===== src/rtl/div_unit.sv =====
// ---------------------------------------------------------------------------
// div_unit -- iterative signed integer divider (restoring, one bit per cycle)
//
// Divides the signed dividend DivA by the signed divisor DivB. The quotient
// truncates toward zero and the remainder takes the sign of the dividend.
// The core works on unsigned magnitudes and applies the signs in a final
// fix-up cycle. The result registers Hi/Lo are written only in that cycle.
//
// Ports
//   Clk         in   system clock, rising-edge active
//   Reset       in   asynchronous active-low reset
//   DivControl  in   start request, honoured only while idle
//   DivA        in   [WIDTH-1:0] signed dividend
//   DivB        in   [WIDTH-1:0] signed divisor
//   Hi          out  [WIDTH-1:0] remainder
//   Lo          out  [WIDTH-1:0] quotient
//   DivBusy     out  high while the magnitude loop or sign fix-up is running
//   DivDone     out  one-cycle completion pulse
//   DivZero     out  one-cycle pulse alongside DivDone for a zero divisor
//
// Timing for a start accepted at edge T:
//   edges T+1..T+WIDTH  one quotient bit each
//   edge  T+WIDTH+1     signs applied, Hi/Lo written
//   edge  T+WIDTH+2     DivDone registered high for one cycle
//   zero divisor: DONE is entered at T, DivDone/DivZero high after T+1.
// ---------------------------------------------------------------------------
module div_unit #(
    parameter int WIDTH = 32
) (
    input  logic             Clk,
    input  logic             Reset,
    input  logic             DivControl,
    input  logic [WIDTH-1:0] DivA,
    input  logic [WIDTH-1:0] DivB,
    output logic [WIDTH-1:0] Hi,
    output logic [WIDTH-1:0] Lo,
    output logic             DivBusy,
    output logic             DivDone,
    output logic             DivZero
);

    localparam int CW = $clog2(WIDTH);

    localparam logic [1:0] IDLE = 2'd0;
    localparam logic [1:0] RUN  = 2'd1;
    localparam logic [1:0] FIX  = 2'd2;
    localparam logic [1:0] DONE = 2'd3;

    localparam logic [CW-1:0] LAST_STEP = CW'(WIDTH - 1);

    logic [1:0]       state_q, state_d;
    logic [CW-1:0]    count_q, count_d;
    logic [WIDTH-1:0] rem_q, rem_d;     // partial remainder (always < divisor)
    logic [WIDTH-1:0] quo_q, quo_d;     // dividend shifts out, quotient shifts in
    logic [WIDTH-1:0] dvs_q, dvs_d;     // divisor magnitude
    logic             neg_rem_q, neg_rem_d;
    logic             neg_quo_q, neg_quo_d;
    logic             zero_pend_q, zero_pend_d;
    logic [WIDTH-1:0] hi_q, hi_d;
    logic [WIDTH-1:0] lo_q, lo_d;
    logic             busy_q, busy_d;
    logic             done_q, done_d;
    logic             zero_q, zero_d;

    // Magnitudes. Negating 0x80..0 yields 0x80..0, which read as unsigned is
    // exactly 2^(WIDTH-1), so the most-negative dividend needs no extra bit.
    logic [WIDTH-1:0] abs_a;
    logic [WIDTH-1:0] abs_b;
    assign abs_a = DivA[WIDTH-1] ? (~DivA + 1'b1) : DivA;
    assign abs_b = DivB[WIDTH-1] ? (~DivB + 1'b1) : DivB;

    // One restoring step. The shifted remainder can reach 2*divisor-1, so it
    // needs WIDTH+1 bits; the sign of the trial difference decides the bit.
    logic [WIDTH:0] rem_shift;
    logic [WIDTH:0] trial;
    logic           trial_ok;
    assign rem_shift = {rem_q, quo_q[WIDTH-1]};
    assign trial     = rem_shift - {1'b0, dvs_q};
    assign trial_ok  = ~trial[WIDTH];

    always_comb begin
        state_d     = state_q;
        count_d     = count_q;
        rem_d       = rem_q;
        quo_d       = quo_q;
        dvs_d       = dvs_q;
        neg_rem_d   = neg_rem_q;
        neg_quo_d   = neg_quo_q;
        zero_pend_d = zero_pend_q;
        hi_d        = hi_q;
        lo_d        = lo_q;
        done_d      = 1'b0;
        zero_d      = 1'b0;

        case (state_q)
            IDLE: begin
                if (DivControl) begin
                    if (DivB == '0) begin
                        zero_pend_d = 1'b1;
                        state_d     = DONE;
                    end else begin
                        quo_d       = abs_a;
                        dvs_d       = abs_b;
                        rem_d       = '0;
                        count_d     = '0;
                        neg_rem_d   = DivA[WIDTH-1];
                        neg_quo_d   = DivA[WIDTH-1] ^ DivB[WIDTH-1];
                        zero_pend_d = 1'b0;
                        state_d     = RUN;
                    end
                end
            end
            RUN: begin
                if (trial_ok) begin
                    rem_d = trial[WIDTH-1:0];
                    quo_d = {quo_q[WIDTH-2:0], 1'b1};
                end else begin
                    rem_d = rem_shift[WIDTH-1:0];
                    quo_d = {quo_q[WIDTH-2:0], 1'b0};
                end
                count_d = count_q + CW'(1);
                if (count_q == LAST_STEP) begin
                    count_d = '0;
                    state_d = FIX;
                end
            end
            FIX: begin
                lo_d    = neg_quo_q ? (~quo_q + 1'b1) : quo_q;
                hi_d    = neg_rem_q ? (~rem_q + 1'b1) : rem_q;
                state_d = DONE;
            end
            default: begin // DONE
                done_d      = 1'b1;
                zero_d      = zero_pend_q;
                zero_pend_d = 1'b0;
                state_d     = IDLE;
            end
        endcase

        // Busy tracks the state being entered so it lines up with RUN/FIX.
        busy_d = (state_d == RUN) || (state_d == FIX);
    end

    always_ff @(posedge Clk or negedge Reset) begin
        if (!Reset) begin
            state_q     <= IDLE;
            count_q     <= '0;
            rem_q       <= '0;
            quo_q       <= '0;
            dvs_q       <= '0;
            neg_rem_q   <= 1'b0;
            neg_quo_q   <= 1'b0;
            zero_pend_q <= 1'b0;
            hi_q        <= '0;
            lo_q        <= '0;
            busy_q      <= 1'b0;
            done_q      <= 1'b0;
            zero_q      <= 1'b0;
        end else begin
            state_q     <= state_d;
            count_q     <= count_d;
            rem_q       <= rem_d;
            quo_q       <= quo_d;
            dvs_q       <= dvs_d;
            neg_rem_q   <= neg_rem_d;
            neg_quo_q   <= neg_quo_d;
            zero_pend_q <= zero_pend_d;
            hi_q        <= hi_d;
            lo_q        <= lo_d;
            busy_q      <= busy_d;
            done_q      <= done_d;
            zero_q      <= zero_d;
        end
    end

    assign Hi      = hi_q;
    assign Lo      = lo_q;
    assign DivBusy = busy_q;
    assign DivDone = done_q;
    assign DivZero = zero_q;

endmodule


===== config.mk =====
export PLATFORM = sky130hd
export DESIGN_NAME = div_unit
export DESIGN_NICKNAME = d
export VERILOG_FILES = /design/src/rtl/div_unit.sv
export SDC_FILE = /design/constraint.sdc
export NUM_CORES = 1
export LEC_CHECK = 0
export BUFFER_PORTS_ARGS = -buffer_cell sky130_fd_sc_hd__buf_2
export CAP_MARGIN = 20
export CORE_AREA = 2 2 185 187
export DETAILED_ROUTE_END_ITERATION = 10
export DIE_AREA = 0 0 187 189
export GPL_TIMING_DRIVEN = 0
export PLACE_DENSITY = 0.59
export SLEW_MARGIN = 0
export SYNTH_ARGS = -nofsm -noshare
export SYNTH_HDL_FRONTEND = slang
export SYNTH_SLANG_ARGS = --single-unit

===== constraint.sdc =====
create_clock -name Clk -period 6.2 [get_ports Clk]
set_input_delay 0.62 -clock Clk [delete_from_list [all_inputs] [get_ports Clk]]
set_output_delay 0.62 -clock Clk [all_outputs]
set_load 0.02 [all_outputs]

==> impl_metrics.csv, run 1 <==
group,metric,value,unit
drt,vias,10500,
setup_path,crit_path_top_delay_cell,"a21oi_1",
timing,max-slew-margin-rel,0.397,
global_routing,grt_usage,0.194,
clock_network,post_cts_resized,0,
finish,final_cell_mix,"173 x dfrtp_1, 168 x nor2_1, 165 x a21oi_1, 156 x nand2_1, 132 x buf_2",
timing,finalHoldWorstSlack,0.166,ns
clock_network,clockBufferDepth,2,
flow_run,max_cap_viol,0,
floorplan,die-height,189,um
clock_network,cts-buffers-inserted,17,
timing,fin_crit_sh,0.650,
setup_path,critPathLaunch,"dvs_q[0]",
timing,timing.setup.tns,0,ns
floorplan,initial_utilization,0.346,
drt,drt_drc_violations_left,0,
finish,layout_commonest_cell,"dfrtp_1",
yosys,synth.avg_cell_area,8.27,um2
setup_path,crit_fanout,10,
yosys,postSynthRegisterBits,173,
setup_path,critPathMaxStageDelay,0.55,ns
setup_path,cp-end-kind,"flip-flop",
timing,timing.fmax,248,MHz
drt,first_iter_violations,658,
global_routing,grt_max_degree,93,
finish,area_delta_synth_final,16.1,%
placement,routabilityCongestion,0.901,
finish,layout-drive-gt1-share,0.121,
setup_path,start_kind,"flip-flop",
timing,finalClockSkew,0.0177,ns
timing,count_of_endpoints_failing_setup_in_the_final_report,0,
setup_path,worst-setup-path-type,"flip-flop to flip-flop",
global_routing,grt_pass1_vias,10300,
timing,grt_setup_unrepaired,"no",
setup_path,path_cells,"ha_1, fa_1, nand2b_1, a21oi_1, o2111ai_1, a21oi_1, o2111a_1, o21a_1, nor2_1, clkbuf_1, a221o_1",
floorplan,placementRows,67,
yosys,ys_async_sr_fraction,1.00,
yosys,synth_top_flop_cell,"dfrtp_1",
placement,dpl_cell_area,12800,um2
global_routing,grt_pass1_wl,55200,um
floorplan,die-width,187,um
clock_network,htree_num_levels,4,
drt,drtPass1Iterations,7,
yosys,synth-edff-count,0,
setup_path,crit_arrival,4.35,ns
clock_network,hold_fix_buffers_at_cts,0,
outcome,outcome,"complete, no violations",
clock_network,cts_sinks,173,
yosys,post_synth_inst_count,1391,
drt,avgViaCountPerCell,5.25,
setup_path,cp_common_cell,"a21oi_1",
placement,worst_slack_at_placement,2.02,ns
finish,insertedDiodeCount,0,
setup_path,worst_r2r_startpoint,"dvs_q[0]",
power_and_ir_drop,irDropWorstVdd,0.262,mV
global_routing,number_of_antenna_violations_at_the_first_check_in_global_routing,0,
clock_network,clkSlewWorstSetupHoldPaths,0.08,ns
clock_network,post_cts_buffers,0,
timing,finalHoldViolations,0,
yosys,netlist-cell-type-count,66,
timing,max_slew.worst_pin.slew,0.899,ns
clock_network,tritoncts,"yes",
setup_path,timing.critical_path.required,6.52,ns
global_routing,grt_overflow,0,
timing,postLayoutSetupSlackWorst,2.17,ns
yosys,synth_fp_nets,1501,
floorplan,core_area,33300,um2
placement,post-dp-hpwl,26600,um
finish,stdcell_area,13400,um2
floorplan,die-area,35300,um2
clock_network,root_buffer,"clkbuf_16",
timing,fin_crit,4.03,ns
drt,postRouteWirelength,33800,um
yosys,synth.yosys.seq_area_share,0.376,
finish,num-nets-final,1654,
yosys,mappedNetlistArea,11500,um2
power_and_ir_drop,static_leak,5.99,nW
hold_path,hold_class,"input port to asynchronous set/reset pin",
floorplan,io_count,134,
drt,drt.antenna.violating_nets,0,
timing,drv_slew,0,
placement,place.port_buffers,133,
yosys,synth_warnings,0,
drt,post_drt_wl_per_cell,16.9,um
power_and_ir_drop,power_density,560,nW/um2
clock_network,clk-insertion-delay-late,0.45,ns
==> state kept, by name, indices dropped and copies added, names as in the netlist <==
| name | flops |
|---|---|
| neg_rem_q | 1 |
| DivDone | 1 |
| state_q | 2 |
| rem_q | 32 |
| DivBusy | 1 |
| neg_quo_q | 1 |
| zero_pend_q | 1 |
| Hi | 32 |
| dvs_q | 32 |
| Lo | 32 |
| DivZero | 1 |
| quo_q | 32 |
| count_q | 5 |
==> worst paths after layout <==
kind	endpoint	slack, ns	cells after the start
setup / recovery	rem_q[9]	2.17	11
hold / removal	Lo[3]	0.17	1
setup reg to reg	rem_q[9]	2.17	11
hold reg to reg	zero_pend_q	0.49	1
max in group asynchronous	Hi[28]	5.13	2
min in group Clk	dvs_q[0]	0.46	2
==> cells by family (layout without fill, tap and decap cells) <==
logic type      after synthesis  after routing  share of synthesized area
simple gates                465            465                      0.185
compound gates              428            428                      0.231
flops                       173            173                      0.376
xor+xnor                    143            143                      0.109
buf+inv                     129            295                     0.0421
fa+ha+maj                    43             43                     0.0474
mux                          10             10                    0.00913
==> worst max-delay path: cells and delay by family (launching register included) <==
kind / cells / cell delay (ns)
AOI/OAI and AO/OA: 6 / 2.11
adders and majority gates: 2 / 0.64
buffers and inverters: 1 / 0.30
DFF: 1 / 0.44
and+or+nand+nor: 2 / 0.42
==> per-stage QoR <==
stage	instances	power [mW]	utilization
after floorplan	1391	5.09	-
after global placement	1972	6.30	0.383
after detailed placement	1973	6.38	0.384
after CTS	2005	7.50	0.401
after global routing	2005	8.16	0.401
final	2005	7.49	0.401
==> routing by layer <==
metal	track usage	vias up	routed length, um
met2	0.302	270	14900
met5	0	-	0
met3	0.0328	23	1580
li1	-	5269	-
met1	0.282	4968	17000
met4	0.0440	0	391
==> layout make-up <==
class / count / area, um2
inverter: 51 / 191
fill: 3443 / 19900
tap: 448 / 561
multi-input combinational: 1089 / 6700
clock buffer: 18 / 439
sequential: 173 / 4330
timing repair buffer: 134 / 703
clock inverter: 14 / 148
buffer: 78 / 293
==> Yosys cell counts, types with 15 or more instances <==
cell	number	area, um2
a21o_1	23	173
a21oi_1	165	826
clkbuf_1	70	263
dfrtp_1	173	4330
ha_1	42	526
inv_1	50	188
nand2_1	156	586
nand3_1	22	110
nand4_1	21	131
nor2_1	168	631
o211ai_1	18	135
o21ai_0	98	490
o31ai_1	31	233
o41ai_1	19	166
or3_1	19	119
or4_1	15	113
xnor2_1	40	350
xor2_1	103	902
==> report_power, final <==
group / switching, mW / internal, mW
Clock: 0.521 / 0.583
Sequential: 0.491 / 1.65
Combinational: 2.74 / 1.50
Total: 3.75 / 3.73
Power figures use the tool's default switching activity.
==> run 2: changes to the inputs <==
==> constraint.sdc (replaced) <==
create_clock -name Clk -period 4.05 [get_ports Clk]
set_input_delay 0.405 -clock Clk [delete_from_list [all_inputs] [get_ports Clk]]
set_output_delay 0.405 -clock Clk [all_outputs]
set_load 0.02 [all_outputs]
==> impl_metrics.csv, run 2 (synthesis results as in run 1) <==
group,metric,value,unit
timing,fin_crit,3.87,ns
drt,post_drt_wl_per_cell,16.9,um
flow_run,max_cap_viol,0,
timing,fin_crit_sh,0.954,
timing,max_slew.worst_pin.slew,0.896,ns
floorplan,io_count,134,
placement,routabilityCongestion,0.901,
clock_network,cts-buffers-inserted,17,
drt,first_iter_violations,697,
drt,drtPass1Iterations,5,
timing,max-slew-margin-rel,0.398,
placement,post-dp-hpwl,26600,um
power_and_ir_drop,static_leak,6.00,nW
finish,layout-drive-gt1-share,0.122,
setup_path,timing.critical_path.required,4.37,ns
drt,drt_drc_violations_left,0,
power_and_ir_drop,power_density,858,nW/um2
clock_network,cts_sinks,173,
global_routing,grt_pass1_vias,10300,
setup_path,crit_arrival,4.19,ns
finish,final_cell_mix,"173 x dfrtp_1, 168 x nor2_1, 164 x a21oi_1, 156 x nand2_1, 132 x buf_2",
clock_network,post_cts_buffers,0,
finish,num-nets-final,1655,
clock_network,clockBufferDepth,2,
global_routing,grt_pass1_wl,55200,um
setup_path,start_kind,"flip-flop",
floorplan,initial_utilization,0.346,
setup_path,crit_buf_inv,2,
floorplan,core_area,33300,um2
global_routing,grt_usage,0.194,
setup_path,path_cells,"ha_1, clkbuf_1, a21o_1, a31oi_1, o211ai_1, o2111ai_1, nand2_1, nor3_2, nor2_1, clkbuf_1, a221o_1",
drt,avgViaCountPerCell,5.24,
outcome,outcome,"complete, no violations",
setup_path,critPathMaxStageDelay,0.63,ns
finish,area_delta_synth_final,16.2,%
finish,area_of_the_multi_input_gates,6700,um2
placement,dpl_cell_area,12800,um2
timing,timing.fmax,259,MHz
timing,drv_slew,0,
setup_path,crit_path_top_delay_cell,"nor3_2",
floorplan,placementRows,67,
setup_path,critical-path-top-delay-family,"compound AO/OA/AOI/OAI gates",
floorplan,die-area,35300,um2
floorplan,die-height,189,um
drt,vias,10500,
placement,place.port_buffers,133,
timing,grt_setup_unrepaired,"no",
setup_path,cp_common_cell,"clkbuf_1",
power_and_ir_drop,total_power,11.5,mW
setup_path,cp-end-kind,"flip-flop",
drt,drt.antenna.violating_nets,0,
timing,finalClockSkew,0.0175,ns
setup_path,worst-setup-path-type,"flip-flop to flip-flop",
timing,timing.setup.tns,0,ns
drt,postRouteWirelength,33900,um
finish,layout_commonest_cell,"dfrtp_1",
finish,seq_area,4330,um2
clock_network,tritoncts,"yes",
clock_network,clkSlewWorstSetupHoldPaths,0.08,ns
clock_network,clk-insertion-delay-late,0.45,ns
finish,num-fill-cells,3441,
clock_network,htree_num_levels,4,
timing,postLayoutSetupSlackWorst,0.185,ns
global_routing,number_of_antenna_violations_at_the_first_check_in_global_routing,0,
power_and_ir_drop,irDropWorstVdd,0.401,mV
floorplan,die-width,187,um
setup_path,crit_fanout,10,
finish,stdcell_area,13400,um2
global_routing,grt_max_degree,93,
finish,insertedDiodeCount,0,
timing,finalHoldWorstSlack,0.246,ns
global_routing,grt_overflow,0,
clock_network,root_buffer,"clkbuf_16",
placement,worst_slack_at_placement,0.0839,ns
hold_path,hold_class,"input port to flip-flop",
timing,count_of_endpoints_failing_setup_in_the_final_report,0,
timing,finalHoldViolations,0,
run 2: cell count changes in the layout (fill, tap and decap cells not counted), sizes merged:
cell and delta:
dlygate4sd3 +1
run 2: final timing paths:
check | startpoint | endpoint | slack, ns | depth (start not counted)
min in group asynchronous | Reset | Lo[3] | 0.54 | 2
max in group asynchronous | Reset | Hi[29] | 2.60 | 3
worst min-delay path | DivB[0] | dvs_q[0] | 0.25 | 2
worst max-delay path | rem_q[20] | rem_q[9] | 0.18 | 11
worst max register to register | rem_q[20] | rem_q[9] | 0.18 | 11
worst min register to register | zero_pend_q | zero_pend_q | 0.49 | 1
run 2: through the flow:
| stage | instances | utilization |
|---|---|---|
| global placement | 1972 | 0.383 |
| global route | 2006 | 0.402 |
| CTS | 2006 | 0.402 |
| finish | 2006 | 0.402 |
| floorplan | 1391 | - |
| detailed placement | 1973 | 0.384 |
run 2: repair_timing:
item                                    CTS  global route
endpoints found under the setup margin    0            26
hold buffers                              1             0
hold endpoints to repair                 72             0
gates resized for setup                   0             4
run 2: per-layer routing:
layer,up-vias,part of all wire,wire length [um],track usage
li1,5277,-,-,-
met1,4960,0.50,17000,0.282
met2,255,0.44,14900,0.302
met3,22,0.047,1590,0.0328
met4,0,0.012,397,0.0440
met5,-,0,0,0
run 2: area by class of cell:
type                    count  area share
multi-input cells        1089       0.501
flip-flops and latches    173       0.324
repair buffers            135      0.0533
well taps                 448      0.0419
clock buffers              18      0.0328
plain buffers              78      0.0220
inverters                  51      0.0143
clock inverters            14      0.0110
run 2: power breakdown:
part,internal (mW),total (mW),leakage [nW],switching (mW)
clock network,0.892,1.69,0.291,0.797
logic,2.29,6.50,3.62,4.21
registers,2.53,3.28,2.09,0.752
run 2: worst reg2reg max path: stages, from the launching register on:
cell and delay [ns]:
dfrtp_1 0.49, ha_1 0.33, clkbuf_1 0.21, a21o_1 0.20, a31oi_1 0.31, o211ai_1 0.22, o2111ai_1 0.24, nand2_1 0.16
nor3_2 0.63, nor2_1 0.29, clkbuf_1 0.30, a221o_1 0.35
